$ cat config.mk
export PLATFORM = sky130hd
export DESIGN_NAME = register_file_mp
export DESIGN_NICKNAME = d
export VERILOG_FILES = /design/src/rtl/register_file_mp_pkg.sv /design/src/rtl/regfile_read_port.sv /design/src/rtl/register_file_mp.sv
export SDC_FILE = /design/constraint.sdc
export NUM_CORES = 1
export LEC_CHECK = 0
export CAP_MARGIN = 20
export CORE_MARGIN = 4
export CORE_UTILIZATION = 40
export CTS_BUF_LIST = sky130_fd_sc_hd__clkbuf_8
export DETAILED_ROUTE_END_ITERATION = 7
export PLACE_DENSITY_LB_ADDON = 0.1
export SKIP_LAST_GASP = 1
export SYNTH_ARGS = -nofsm -noshare
export SYNTH_HDL_FRONTEND = slang
export SYNTH_HIERARCHICAL = 1
export SYNTH_SLANG_ARGS = --single-unit
$ cat constraint.sdc
create_clock -name clk_i -period 4.45 [get_ports clk_i]
set_input_delay 1.335 -clock clk_i [delete_from_list [all_inputs] [get_ports clk_i]]
set_output_delay 1.335 -clock clk_i [all_outputs]
set_load 0.01 [all_outputs]
$ cat src/rtl/register_file_mp_pkg.sv
// Shared types and default sizes for the multi-port register file.
// Holds the clear/ready state enum and default width/depth constants.
package rv32_regfile_pkg;

    localparam int DEF_DATA_WIDTH = 32;
    localparam int DEF_WORDS      = 32;

    typedef enum logic {
        CLEAR = 1'b0,
        READY = 1'b1
    } rf_state_e;

endpackage

$ cat src/rtl/regfile_read_port.sv
// One combinational read port of the register file.
// Ports: ready_i gate, idx_i index, bank_i storage, byp_* forwarding, data_o.
module regfile_read_port #(
    parameter int DATA_WIDTH  = 32,
    parameter int WORDS       = 32,
    parameter int SELECT_SIZE = 5,
    parameter bit ZERO_REG    = 1'b1
) (
    input  logic                   ready_i,
    input  logic [SELECT_SIZE-1:0] idx_i,
    input  logic [DATA_WIDTH-1:0]  bank_i [WORDS],
    input  logic                   byp_en_i,
    input  logic [SELECT_SIZE-1:0] byp_idx_i,
    input  logic [DATA_WIDTH-1:0]  byp_data_i,
    output logic [DATA_WIDTH-1:0]  data_o
);

    localparam logic [SELECT_SIZE:0] WORDS_W = (SELECT_SIZE+1)'(WORDS);

    logic idx_valid;
    logic idx_zero;

    assign idx_valid = ({1'b0, idx_i} < WORDS_W);
    assign idx_zero  = ZERO_REG && (idx_i == '0);

    always_comb begin
        data_o = '0;
        if (!ready_i || !idx_valid || idx_zero) begin
            data_o = '0;
        end else if (byp_en_i && (idx_i == byp_idx_i)) begin
            data_o = byp_data_i;
        end else begin
            data_o = bank_i[idx_i];
        end
    end

endmodule

$ cat src/rtl/register_file_mp.sv
// Multi-port register file that zeroes itself after reset before use.
// Ports: clk_i, reset_ni, reg_we_ni/data_i/reg_dst_i write, reg_src_i/src_o reads, ready_o, drop_o.
module register_file_mp
    import rv32_regfile_pkg::*;
#(
    parameter int DATA_WIDTH  = DEF_DATA_WIDTH,
    parameter int WORDS       = DEF_WORDS,
    parameter int SELECT_SIZE = $clog2(WORDS),
    parameter int READ_PORTS  = 2,
    parameter bit ZERO_REG    = 1'b1,
    parameter bit BYPASS      = 1'b1
) (
    input  logic                              clk_i,
    input  logic                              reset_ni,
    input  logic                              reg_we_ni,
    input  logic [DATA_WIDTH-1:0]             data_i,
    input  logic [SELECT_SIZE-1:0]            reg_dst_i,
    input  logic [READ_PORTS*SELECT_SIZE-1:0] reg_src_i,
    output logic [READ_PORTS*DATA_WIDTH-1:0]  src_o,
    output logic                              ready_o,
    output logic                              drop_o
);

    localparam logic [SELECT_SIZE-1:0] LAST_IDX = SELECT_SIZE'(WORDS - 1);
    localparam logic [SELECT_SIZE:0]   WORDS_W  = (SELECT_SIZE+1)'(WORDS);

    rf_state_e               state_q, state_d;
    logic [SELECT_SIZE-1:0]  clr_cnt_q, clr_cnt_d;
    logic                    drop_q, drop_d;
    logic [DATA_WIDTH-1:0]   bank_q [WORDS];

    logic                    bank_we;
    logic [SELECT_SIZE-1:0]  bank_waddr;
    logic [DATA_WIDTH-1:0]   bank_wdata;

    logic ready;
    logic wr_req;
    logic dst_valid;
    logic dst_zero;
    logic byp_en;

    // Reset low forces the file unready immediately, not one edge later.
    assign ready     = reset_ni && (state_q == READY);
    assign wr_req    = reset_ni && !reg_we_ni;
    assign dst_valid = ({1'b0, reg_dst_i} < WORDS_W);
    assign dst_zero  = ZERO_REG && (reg_dst_i == '0);
    assign byp_en    = BYPASS && ready && wr_req && dst_valid && !dst_zero;

    always_comb begin
        state_d    = state_q;
        clr_cnt_d  = clr_cnt_q;
        drop_d     = 1'b0;
        bank_we    = 1'b0;
        bank_waddr = reg_dst_i;
        bank_wdata = data_i;
        case (state_q)
            CLEAR: begin
                // The single write port is owned by the clear walk here.
                bank_we    = reset_ni;
                bank_waddr = clr_cnt_q;
                bank_wdata = '0;
                clr_cnt_d  = clr_cnt_q + SELECT_SIZE'(1);
                drop_d     = wr_req;
                if (clr_cnt_q == LAST_IDX) begin
                    state_d   = READY;
                    clr_cnt_d = '0;
                end
            end
            READY: begin
                bank_we = wr_req && dst_valid && !dst_zero;
                drop_d  = wr_req && !dst_valid;
            end
            default: begin
                state_d = CLEAR;
            end
        endcase
    end

    always_ff @(posedge clk_i) begin
        if (!reset_ni) begin
            state_q   <= CLEAR;
            clr_cnt_q <= '0;
            drop_q    <= 1'b0;
        end else begin
            state_q   <= state_d;
            clr_cnt_q <= clr_cnt_d;
            drop_q    <= drop_d;
        end
    end

    // No reset on the storage: contents are zeroed only by the clear walk.
    always_ff @(posedge clk_i) begin
        if (bank_we) begin
            bank_q[bank_waddr] <= bank_wdata;
        end
    end

    for (genvar p = 0; p < READ_PORTS; p++) begin : g_rd
        regfile_read_port #(
            .DATA_WIDTH  (DATA_WIDTH),
            .WORDS       (WORDS),
            .SELECT_SIZE (SELECT_SIZE),
            .ZERO_REG    (ZERO_REG)
        ) u_rd (
            .ready_i    (ready),
            .idx_i      (reg_src_i[p*SELECT_SIZE +: SELECT_SIZE]),
            .bank_i     (bank_q),
            .byp_en_i   (byp_en),
            .byp_idx_i  (reg_dst_i),
            .byp_data_i (data_i),
            .data_o     (src_o[p*DATA_WIDTH +: DATA_WIDTH])
        );
    end

    assign ready_o = ready;
    assign drop_o  = drop_q;

endmodule

==> flow_metrics.tcl <==
set metrics [dict create \
    yosys_warnings 6 \
    syn_inst 2406 \
    grt_max_degree 70 \
    p_per_area_mw_per_mm2 329.9 \
    slew_headroom 0.2916 \
    hold_viol 0 \
    drc_errors 0 \
    clock_power_share 0.388 \
    synth_area_per_cell_um2 20.00 \
    yosysSeqAreaShare 0.6419 \
    wirelength_um 173700 \
    synth_top_family_by_area "multiplexers" \
    place_ws_ns -1.758 \
    tightestPinTransition_ns 1.063 \
    cp-end-kind "output port" \
    coreArea_mm2 0.1187 \
    synthXorXnorAreaFrac 0.001820 \
    die-height_um 354.9 \
    drive_gt1_frac 0.5059 \
    yosys_most_used_dff "edfxtp_1" \
    clk_path_buf_depth 3 \
    htreeDepth 4 \
    dieArea_mm2 0.1259 \
    synthArstFlopShare 0 \
    hold_buffers 0 \
    violations "negative setup slack" \
    drt_iter0_drc 3477 \
    synthesis.nets 2458 \
    routedWlPerCell_um 36.52 \
    cp.arrival_ns 3.29 \
    cts_tree "yes" \
    gr-total-overflow 0 \
    start_util 0.4054 \
    startpoint_type "input pin" \
    ir_drop_v 0.0002503 \
    period_needed_ns 4.628 \
    final-setup-viol-count 58 \
    synth_top_area_share 0.6390 \
    fin_crit_sh 1.040 \
    intPower_uw 15400 \
    rows 126 \
    yosys.area_share.simple 0.03554 \
    grt_antenna_before_repair 3 \
    p_comb_frac 0.087 \
    final_nets 3083 \
    numCtsBuffers 180 \
    worstSetupPathType "in2out" \
    syn_area_mm2 0.04812 \
    ant_nets 0 \
    swShare 0.2387 \
    seq_power_share 0.525 \
    synth.distinct_cells 48 \
    ys_ff_latch 1031 \
    rrSetupSlack_ns 1.22 \
    rsz0062_at_grt "yes" \
    synthTopCellsByArea "edfxtp_1 (64%), mux4_2 (27%), nor2_1 (1.7%)" \
    finalMaxSlewViolations 0 \
    pin_count 116 \
    port_buffers 115 \
    clk_latency_ns 0.86 \
    fin_area_mm2 0.06135 \
    dpl-instance-area_mm2 0.05470 \
    area_delta_synth_final_pct 27.47 \
    grt_util_all_layers 0.2701 \
    grt_pass1_vias 30940 \
    critPathMaxFanout 7 \
    cts.sinks 1031 \
    place_hpwl_um 97560 \
    root_buffer "clkbuf_8" \
    finalClockSkew_ns 0.04905 \
    hold_class "reg2reg" \
    run_status "finished with violations" \
    synth_edf_count 1024 \
    worstPathRequired_ns 3.12 \
    gp_congestion 0.8114 \
    synthMuxAreaShare 0.2700 \
    p_switching_uw 4831 \
    synthAdderAreaFrac 0.0005200 \
    dr_total_vias 30130 \
    setup_ws_ns -0.1779 \
    synth.most_common_cell "edfxtp_1" \
    die_width_um 354.9 \
    via_per_inst 6.333 \
    drv_cap 0 \
    max_freq_mhz 216.1 \
    total_power_uw 20240 \
    yosys.area.top_type "edfxtp_1" \
    cellLeakagePower_uw 0.01770 \
    grt_pass1_wl_um 237300 \
    drt-pass1-iter-count 5 \
    synth_compound_area_frac 0.02821 \
    synth_common_cells "edfxtp_1 (1,024), mux4_2 (576), nor2_1 (222)" \
    path_clk_slew_ns 0.06 \
]
-- layout by cell type (no fill, tap or decap), types with 6 or more instances in the layout --
| cell | netlist | layout |
|---|---|---|
| clkbuf_8 | 0 | 182 |
| buf_4 | 11 | 267 |
| inv_1 | 3 | 60 |
| clkdlybuf4s50_1 | 0 | 34 |
| o21ai_1 | 2 | 25 |
| buf_16 | 0 | 48 |
| o22ai_2 | 2 | 7 |
| and3b_1 | 6 | 6 |
| clkbuf_16 | 0 | 20 |
| nor3_2 | 1 | 49 |
| and2_1 | 33 | 33 |
| mux4_2 | 576 | 576 |
| buf_2 | 92 | 57 |
| nor3_1 | 76 | 22 |
| o21ai_2 | 0 | 20 |
| nor2_4 | 0 | 50 |
| o21ai_0 | 66 | 20 |
| o22ai_1 | 132 | 127 |
| xnor2_1 | 10 | 6 |
| clkinv_1 | 0 | 41 |
| clkinv_2 | 0 | 19 |
| edfxtp_1 | 1024 | 1024 |
| clkbuf_2 | 4 | 7 |
| dfxtp_1 | 7 | 6 |
| nor3_4 | 0 | 6 |
| nor2_2 | 1 | 48 |
| buf_6 | 21 | 35 |
| buf_8 | 1 | 22 |
| buf_12 | 0 | 141 |
| nor2_1 | 222 | 125 |
-- worst paths after layout --
path / endpoint / cells after the start / start
setup / recovery: src_o[13] / 10 / reg_src_i[1]
hold reg to reg: clr_cnt_q[3] / 2 / clr_cnt_q[3]
hold / removal: clr_cnt_q[3] / 2 / clr_cnt_q[3]
setup reg to reg: bank_q[774] / 5 / state_q
-- sequential cells by signal, summed over array words and instances (netlist names) --
name       count
state_q        1
drop_o         1
clr_cnt_q      5
bank_q      1024
-- power groups by stage --
stage	registers, µW	logic [µW]	clock network, µW
3_5_place_dp	10800	1450	0
5_1_grt	10600	1820	8480
4_1_cts	10600	1600	7980
2_1_floorplan	10800	733	0
3_3_place_gp	10800	1440	0
6_report	10600	1760	7850
-- cell families after synthesis --
logic type / after synthesis
fa+ha+maj: 2
xor+xnor: 10
simple gates: 370
buf+inv: 195
mux: 578
flops: 1031
compound gates: 220
-- routing by layer --
metal  vias up  part of all wire  routed length [µm]  track usage
li1      11740                 -                   -            -
met1     16380              0.39               67120       0.3644
met2      1689              0.49               85090       0.4448
met3       326             0.090               15590      0.05094
met4         0             0.034                5944      0.09150
met5         -                 0                   0            0
-- final cells by class --
type | count | area [µm²]
Tap cell | 1600 | 2002
Clock inverter | 126 | 599.3
Clock buffer | 182 | 2505
Multi-Input combinational cell | 1180 | 17250
Fill cell | 9454 | 57370
Timing Repair Buffer | 635 | 8090
Sequential cell | 1031 | 30890
Antenna cell | 1 | 2.502
Inverter | 3 | 11.26
-- stage by stage --
stage               TNS, ns  hold WS [ns]    util  cells
floorplan            -8.366        0.5010       -   2406
global placement     -94.88        0.5666  0.4608   4275
detailed placement   -97.17        0.5816  0.4608   4275
CTS                  -9.206        0.5911  0.5002   4652
global route         -6.107        0.6412  0.5168   4758
finish               -3.550        0.5926  0.5168   4758
-- timing repair --
| item | 4_1_cts | 5_1_grt |
|---|---|---|
| gates resized for setup | 475 | 204 |
| setup endpoints to repair | 64 | 64 |
| cloned | 21 | 19 |
| pin swaps | 49 | 62 |
| setup buffers | 56 | 89 |
-- critical path, cell delays in order --
cell	delay, ns
buf_16	0.14
buf_12	0.16
buf_6	0.12
buf_12	0.10
buf_6	0.09
mux4_2	0.48
mux4_2	0.53
nor2_4	0.12
nor3_2	0.04
buf_2	0.15
(Power assumes the default switching activity.)
